[src/rtl/mem8b_pkg.sv]
// Shared widths and FSM state encoding for the 8-bit memory burst master.
package mem8b_pkg;

    localparam int ADDR_W = 8;
    localparam int DATA_W = 8;

    typedef enum logic [2:0] {
        IDLE,
        WR,
        RD_ISSUE,
        RD_CAPT,
        RD_HOLD
    } mem8b_state_e;

endpackage

[src/rtl/mem8b_burst_ctr.sv]
// Loadable address / remaining-beat counter pair for one burst.
// The address wraps naturally at 2**ADDR_W; the beat count never goes below zero.
module mem8b_burst_ctr #(
    parameter int ADDR_W = mem8b_pkg::ADDR_W
) (
    input  logic              clk,
    input  logic              rst,
    input  logic              load,
    input  logic              step,
    input  logic [ADDR_W-1:0] load_addr,
    input  logic [7:0]        load_cnt,
    output logic [ADDR_W-1:0] addr_out,
    output logic              last
);

    logic [ADDR_W-1:0] addr_q;
    logic [7:0]        cnt_q;

    // Load at burst start, advance one beat per step
    always_ff @(posedge clk) begin
        if (rst) begin
            addr_q <= '0;
            cnt_q  <= '0;
        end else if (load) begin
            addr_q <= load_addr;
            cnt_q  <= load_cnt;
        end else if (step) begin
            addr_q <= addr_q + ADDR_W'(1);
            if (cnt_q != 8'd0) begin
                cnt_q <= cnt_q - 8'd1;
            end
        end
    end

    assign addr_out = addr_q;
    assign last     = (cnt_q == 8'd0);

endmodule

[src/rtl/mem8b_burst_master.sv]
// Burst initiator for an 8-bit single-port memory (rw=1 read, rw=0 write).
//
// state    | meaning
// ---------+-------------------------------------------------------------
// IDLE     | waiting for a burst request, req_ready high
// WR       | committing write beats, one per cycle while wdata_valid
// RD_ISSUE | presenting the read address to the memory
// RD_CAPT  | memory data_out now valid, register it into rsp_data
// RD_HOLD  | rsp beat held stable until the consumer takes it
module mem8b_burst_master #(
    parameter int ADDR_W = mem8b_pkg::ADDR_W,
    parameter int DATA_W = mem8b_pkg::DATA_W
) (
    input  logic              clk,
    input  logic              rst,
    input  logic              req_valid,
    output logic              req_ready,
    input  logic              req_write,
    input  logic [ADDR_W-1:0] req_addr,
    input  logic [7:0]        req_len,
    input  logic              wdata_valid,
    input  logic [DATA_W-1:0] wdata,
    output logic              wdata_ready,
    output logic              rsp_valid,
    output logic [DATA_W-1:0] rsp_data,
    output logic              rsp_last,
    input  logic              rsp_ready,
    output logic              busy,
    output logic              mem_rw,
    output logic [ADDR_W-1:0] mem_add,
    output logic [DATA_W-1:0] mem_data_in,
    input  logic [DATA_W-1:0] mem_data_out
);

    import mem8b_pkg::*;

    mem8b_state_e      state, state_nx;
    logic              ctr_load;
    logic              ctr_step;
    logic              ctr_last;
    logic [ADDR_W-1:0] addr_q;

    mem8b_burst_ctr #(.ADDR_W(ADDR_W)) u_ctr (
        .clk       (clk),
        .rst       (rst),
        .load      (ctr_load),
        .step      (ctr_step),
        .load_addr (req_addr),
        .load_cnt  (req_len),
        .addr_out  (addr_q),
        .last      (ctr_last)
    );

    // State register
    always_ff @(posedge clk) begin
        if (rst) begin
            state <= IDLE;
        end else begin
            state <= state_nx;
        end
    end

    // Next state, counter control and memory-side strobes.
    // Write beats are gated by rst so a reset edge never commits a write.
    always_comb begin
        state_nx    = state;
        ctr_load    = 1'b0;
        ctr_step    = 1'b0;
        req_ready   = 1'b0;
        wdata_ready = 1'b0;
        mem_rw      = 1'b1;
        mem_data_in = '0;
        case (state)
            IDLE: begin
                req_ready = 1'b1;
                if (req_valid) begin
                    ctr_load = 1'b1;
                    state_nx = req_write ? WR : RD_ISSUE;
                end
            end
            WR: begin
                wdata_ready = !rst;
                mem_data_in = wdata;
                if (wdata_valid && !rst) begin
                    mem_rw   = 1'b0;
                    ctr_step = 1'b1;
                    if (ctr_last) begin
                        state_nx = IDLE;
                    end
                end
            end
            RD_ISSUE: state_nx = RD_CAPT;
            RD_CAPT:  state_nx = RD_HOLD;
            RD_HOLD: begin
                if (rsp_ready) begin
                    if (ctr_last) begin
                        state_nx = IDLE;
                    end else begin
                        ctr_step = 1'b1;
                        state_nx = RD_ISSUE;
                    end
                end
            end
            default: state_nx = IDLE;
        endcase
    end

    assign busy    = (state != IDLE);
    assign mem_add = addr_q;

    // Response register: data_out is only trusted in RD_CAPT, then held
    always_ff @(posedge clk) begin
        if (rst) begin
            rsp_valid <= 1'b0;
            rsp_data  <= '0;
            rsp_last  <= 1'b0;
        end else if (state == RD_CAPT) begin
            rsp_valid <= 1'b1;
            rsp_data  <= mem_data_out;
            rsp_last  <= ctr_last;
        end else if (state == RD_HOLD && rsp_ready) begin
            rsp_valid <= 1'b0;
        end
    end

endmodule

[config.mk]
export PLATFORM = sky130hd
export DESIGN_NAME = mem8b_burst_master
export DESIGN_NICKNAME = d
export VERILOG_FILES = /design/src/rtl/mem8b_pkg.sv /design/src/rtl/mem8b_burst_ctr.sv /design/src/rtl/mem8b_burst_master.sv
export SDC_FILE = /design/constraint.sdc
export NUM_CORES = 1
export LEC_CHECK = 0
export ABC_CLOCK_PERIOD_IN_PS = 2400
export BUFFER_PORTS_ARGS = -buffer_cell sky130_fd_sc_hd__buf_2
export CELL_PAD_IN_SITES_DETAIL_PLACEMENT = 0
export CELL_PAD_IN_SITES_GLOBAL_PLACEMENT = 1
export CORE_MARGIN = 5
export CORE_UTILIZATION = 34
export DETAILED_ROUTE_END_ITERATION = 7
export PLACE_DENSITY_LB_ADDON = 0.1
export SYNTH_ARGS = -nofsm -noshare
export SYNTH_HDL_FRONTEND = slang
export SYNTH_SLANG_ARGS = --single-unit
[constraint.sdc]
create_clock -name clk -period 2.4 [get_ports clk]
set_input_delay 0.12 -clock clk [delete_from_list [all_inputs] [get_ports clk]]
set_output_delay 0.12 -clock clk [all_outputs]
set_load 0.01 [all_outputs]
==> impl_metrics.ini <==
[sta]
slew_headroom_pct = 56.5
timing.fmax_mhz = 532
timing.final.hold_violations = 0
finalSetupViolations = 0
fin_skew_ps = 11.8
final_min_period_over_clock_period_pct = 78.3
postLayoutSetupSlackWorst_ps = 522
period_minus_slack_ps = 1880
worstMarginPinSlew_ps = 650
report.final.slew_viol_count = 0
grt_setup_unrepaired = no
final.setup.tns_ps = 0
holdWs_ps = 71.0

[global_routing]
global_route.overflow_total = 0
globalRouteTotalUtil_pct = 12.9
grt_pass1_vias = 1497
grt_start_max_net_pins = 27
antenna_violations_before_repair = 0
grt_pass1_wl_mm = 6.57

[logic_synthesis]
postSynthAreaPerCell_um2 = 8.87
ys_ff_latch = 29
synth.net_count = 224
synthDominantCellAreaShare_pct = 35.8
post_synth_instance_area_um2 = 1620
ys_types = 50
postSynth.topFlopCell = sky130_fd_sc_hd__dfxtp_1
post_synth_inst_count = 183
yosys.area.top_type = sky130_fd_sc_hd__dfxtp_1
synth_sequential_area_ratio_pct = 35.8
synth_edf_count = 0
synth_warnings = 0
asyncSetResetFlopFracSynth_pct = 0
synth.top_cells.by_area = sky130_fd_sc_hd__dfxtp_1 (36%), sky130_fd_sc_hd__nor2_1 (6.9%), sky130_fd_sc_hd__xor2_1 (5.4%)

[routing]
drt-total-wl_mm = 4.05
initialDrtViolationCount = 50
remaining_drc_errors = 0
routed-via-count = 1523
routedWlPerCell_um = 13.3
route.antenna.remaining_nets = 0
avgViaCountPerCell = 4.99
firstDrtPassIters = 4

[setup_path]
crit_slowest_cell = sky130_fd_sc_hd__dfxtp_1
crit_chain = nand4bb_1, a21oi_4, nand3_2, or4_1, a31oi_1
critical_path.top_delay_family = simple AND/OR/NAND/NOR gates
crit_required_ps = 2600
timing.critical_path.from_type = flip-flop
critPathMaxFanout = 12
endpoint_kind = flip-flop
critical_path.n_buffers_inverters = 0
cp_data_arrival_time_ps = 2080
crit_type = flip-flop to flip-flop
critPathMaxStageDelay_ps = 470

[floorplanning]
die_height_um = 79.1
dieArea_um2 = 6250
core-area_um2 = 4690
pin_count = 68
num_rows = 25
die-width_um = 79.1
effective_utilization_at_floorplan_pct = 34.6

[final_layout]
insertedDiodeCount = 0
syn2layout_area_growth_pct = 29.1
filler_cell_count = 478
layout.nets = 291
multiInputGateArea_um2 = 962
fraction_of_final_layout_cells_with_drive_strength_greater_than_1_pct = 35.5
register_area_um2 = 581

[worst_hold_path]
min-delay-path-class = input port to flip-flop

[clock_tree]
clk_latency_ps = 280
post_cts_resize_count = 0
cts_tree = built
postCtsHoldBufs = 0
max-clock-path-buffers = 2
cts_sink_count = 29
post_cts.repair.setup_buffers = 0
cts.root.buffer_cell = sky130_fd_sc_hd__clkbuf_8
path_clk_slew_ps = 70
htree_num_levels = 2
cts-buffers-inserted = 5

[pwr]
maximum_vdd_ir_drop_mv = 0.269
cellPowerDensity_nw_per_um2 = 652
total_power_mw = 1.37
p_leak_nw = 0.987

[flow_run]
timing.max_cap.violations = 0

[placement]
dp.final_hpwl_mm = 3.07
numPortBuffers = 67
dp_slack_ps = 517
routabilityCongestion = 0.786

[outcome]
status = finished clean
synthesized netlist by cell type (all sizes together), types with 2 or more instances:
cell type / n
nor2: 31
dfxtp: 29
a211oi: 11
xor2: 10
a21oi: 9
nand2: 9
and2: 8
mux2i: 8
inv: 7
clkbuf: 6
o21ai: 6
nand3: 5
buf: 4
ha: 3
nand4: 3
a31oi: 2
and4: 2
nand3b: 2
nand4bb: 2
nor2b: 2
nor3: 2
nor3b: 2
nor4: 2
o2111ai: 2
o211ai: 2
or3: 2
per-layer routing:
layer	up-vias	part of all wire [%]	GRT usage, %
met1	679	47	15.9
met3	5	8.7	4.65
met4	0	0.72	3.95
met2	51	44	21.1
li1	788	-	-
met5	-	0	0
path summary, 6_finish.rpt:
kind / from / to / slack [ps] / cells after the start
worst min-delay path: mem_data_out[1] / rsp_data[1]$_SDFFE_PP0P_ / 70 / 3
worst max register to register: state[2]$_SDFFE_PP0P_ / u_ctr.cnt_q[4]$_SDFFE_PP0P_ / 520 / 5
worst max-delay path: state[2]$_SDFFE_PP0P_ / u_ctr.cnt_q[4]$_SDFFE_PP0P_ / 520 / 5
worst min register to register: rsp_valid$_SDFFE_PP0P_ / rsp_valid$_SDFFE_PP0P_ / 460 / 2
registers in the layout, summed over array words and instances, names as in the netlist:
register,flops
rsp_data,8
u_ctr.cnt_q,8
u_ctr.addr_out,8
state,3
rsp_last,1
rsp_valid,1
final cells by class:
class,instances,share of cell area [%]
Inverter,7,1.25
Clock buffer,7,4.60
Tap cell,54,3.22
Multi-Input combinational cell,137,45.9
Timing Repair Buffer,70,17.1
Sequential cell,29,27.7
Clock inverter,1,0.239
worst min-delay path, delay by kind of cell:
family,cells,cell delay [ps]
buffers and inverters,1,70
and+or+nand+nor,1,70
muxes,1,50
power by group:
group | internal [mW] | total, mW | switching (mW)
registers | 0.526 | 0.586 | 0.0601
logic | 0.152 | 0.330 | 0.178
clock network | 0.259 | 0.451 | 0.193
placed cells by master, fill, tap and decap left out, types with 2 or more instances in the layout:
cell and instances:
sky130_fd_sc_hd__nand3_1 4, sky130_fd_sc_hd__nor2b_1 2, sky130_fd_sc_hd__or3_1 2, sky130_fd_sc_hd__and4_1 2, sky130_fd_sc_hd__nor2_1 30, sky130_fd_sc_hd__a21oi_4 2, sky130_fd_sc_hd__nand2_1 8, sky130_fd_sc_hd__mux2i_1 8
sky130_fd_sc_hd__and2_1 8, sky130_fd_sc_hd__o21ai_0 5, sky130_fd_sc_hd__o211ai_1 2, sky130_fd_sc_hd__nand4_1 3, sky130_fd_sc_hd__xor2_1 10, sky130_fd_sc_hd__a21oi_1 7, sky130_fd_sc_hd__buf_4 3, sky130_fd_sc_hd__a31oi_1 2
sky130_fd_sc_hd__inv_1 7, sky130_fd_sc_hd__o2111ai_1 2, sky130_fd_sc_hd__a211oi_1 11, sky130_fd_sc_hd__dfxtp_1 29, sky130_fd_sc_hd__ha_1 3, sky130_fd_sc_hd__buf_2 67, sky130_fd_sc_hd__clkbuf_8 7
cells by family after synthesis:
logic type,share of synthesized area [%]
AO/OA/AOI/OAI,18.0
XOR/XNOR,5.94
adder cells (fa/ha/maj),2.31
buffers and inverters,4.93
flip-flops,35.8
multiplexers,4.93
AND/OR/NAND/NOR,28.1
per-stage QoR:
stage,instance area (um2),util [%],std cells
after detailed placement,1990,42.5,297
final,2100,44.7,305
after global routing,2100,44.7,305
after floorplan,1620,-,183
after CTS,2100,44.7,305
after global placement,1990,42.5,297
Power figures use the tool's default switching activity.
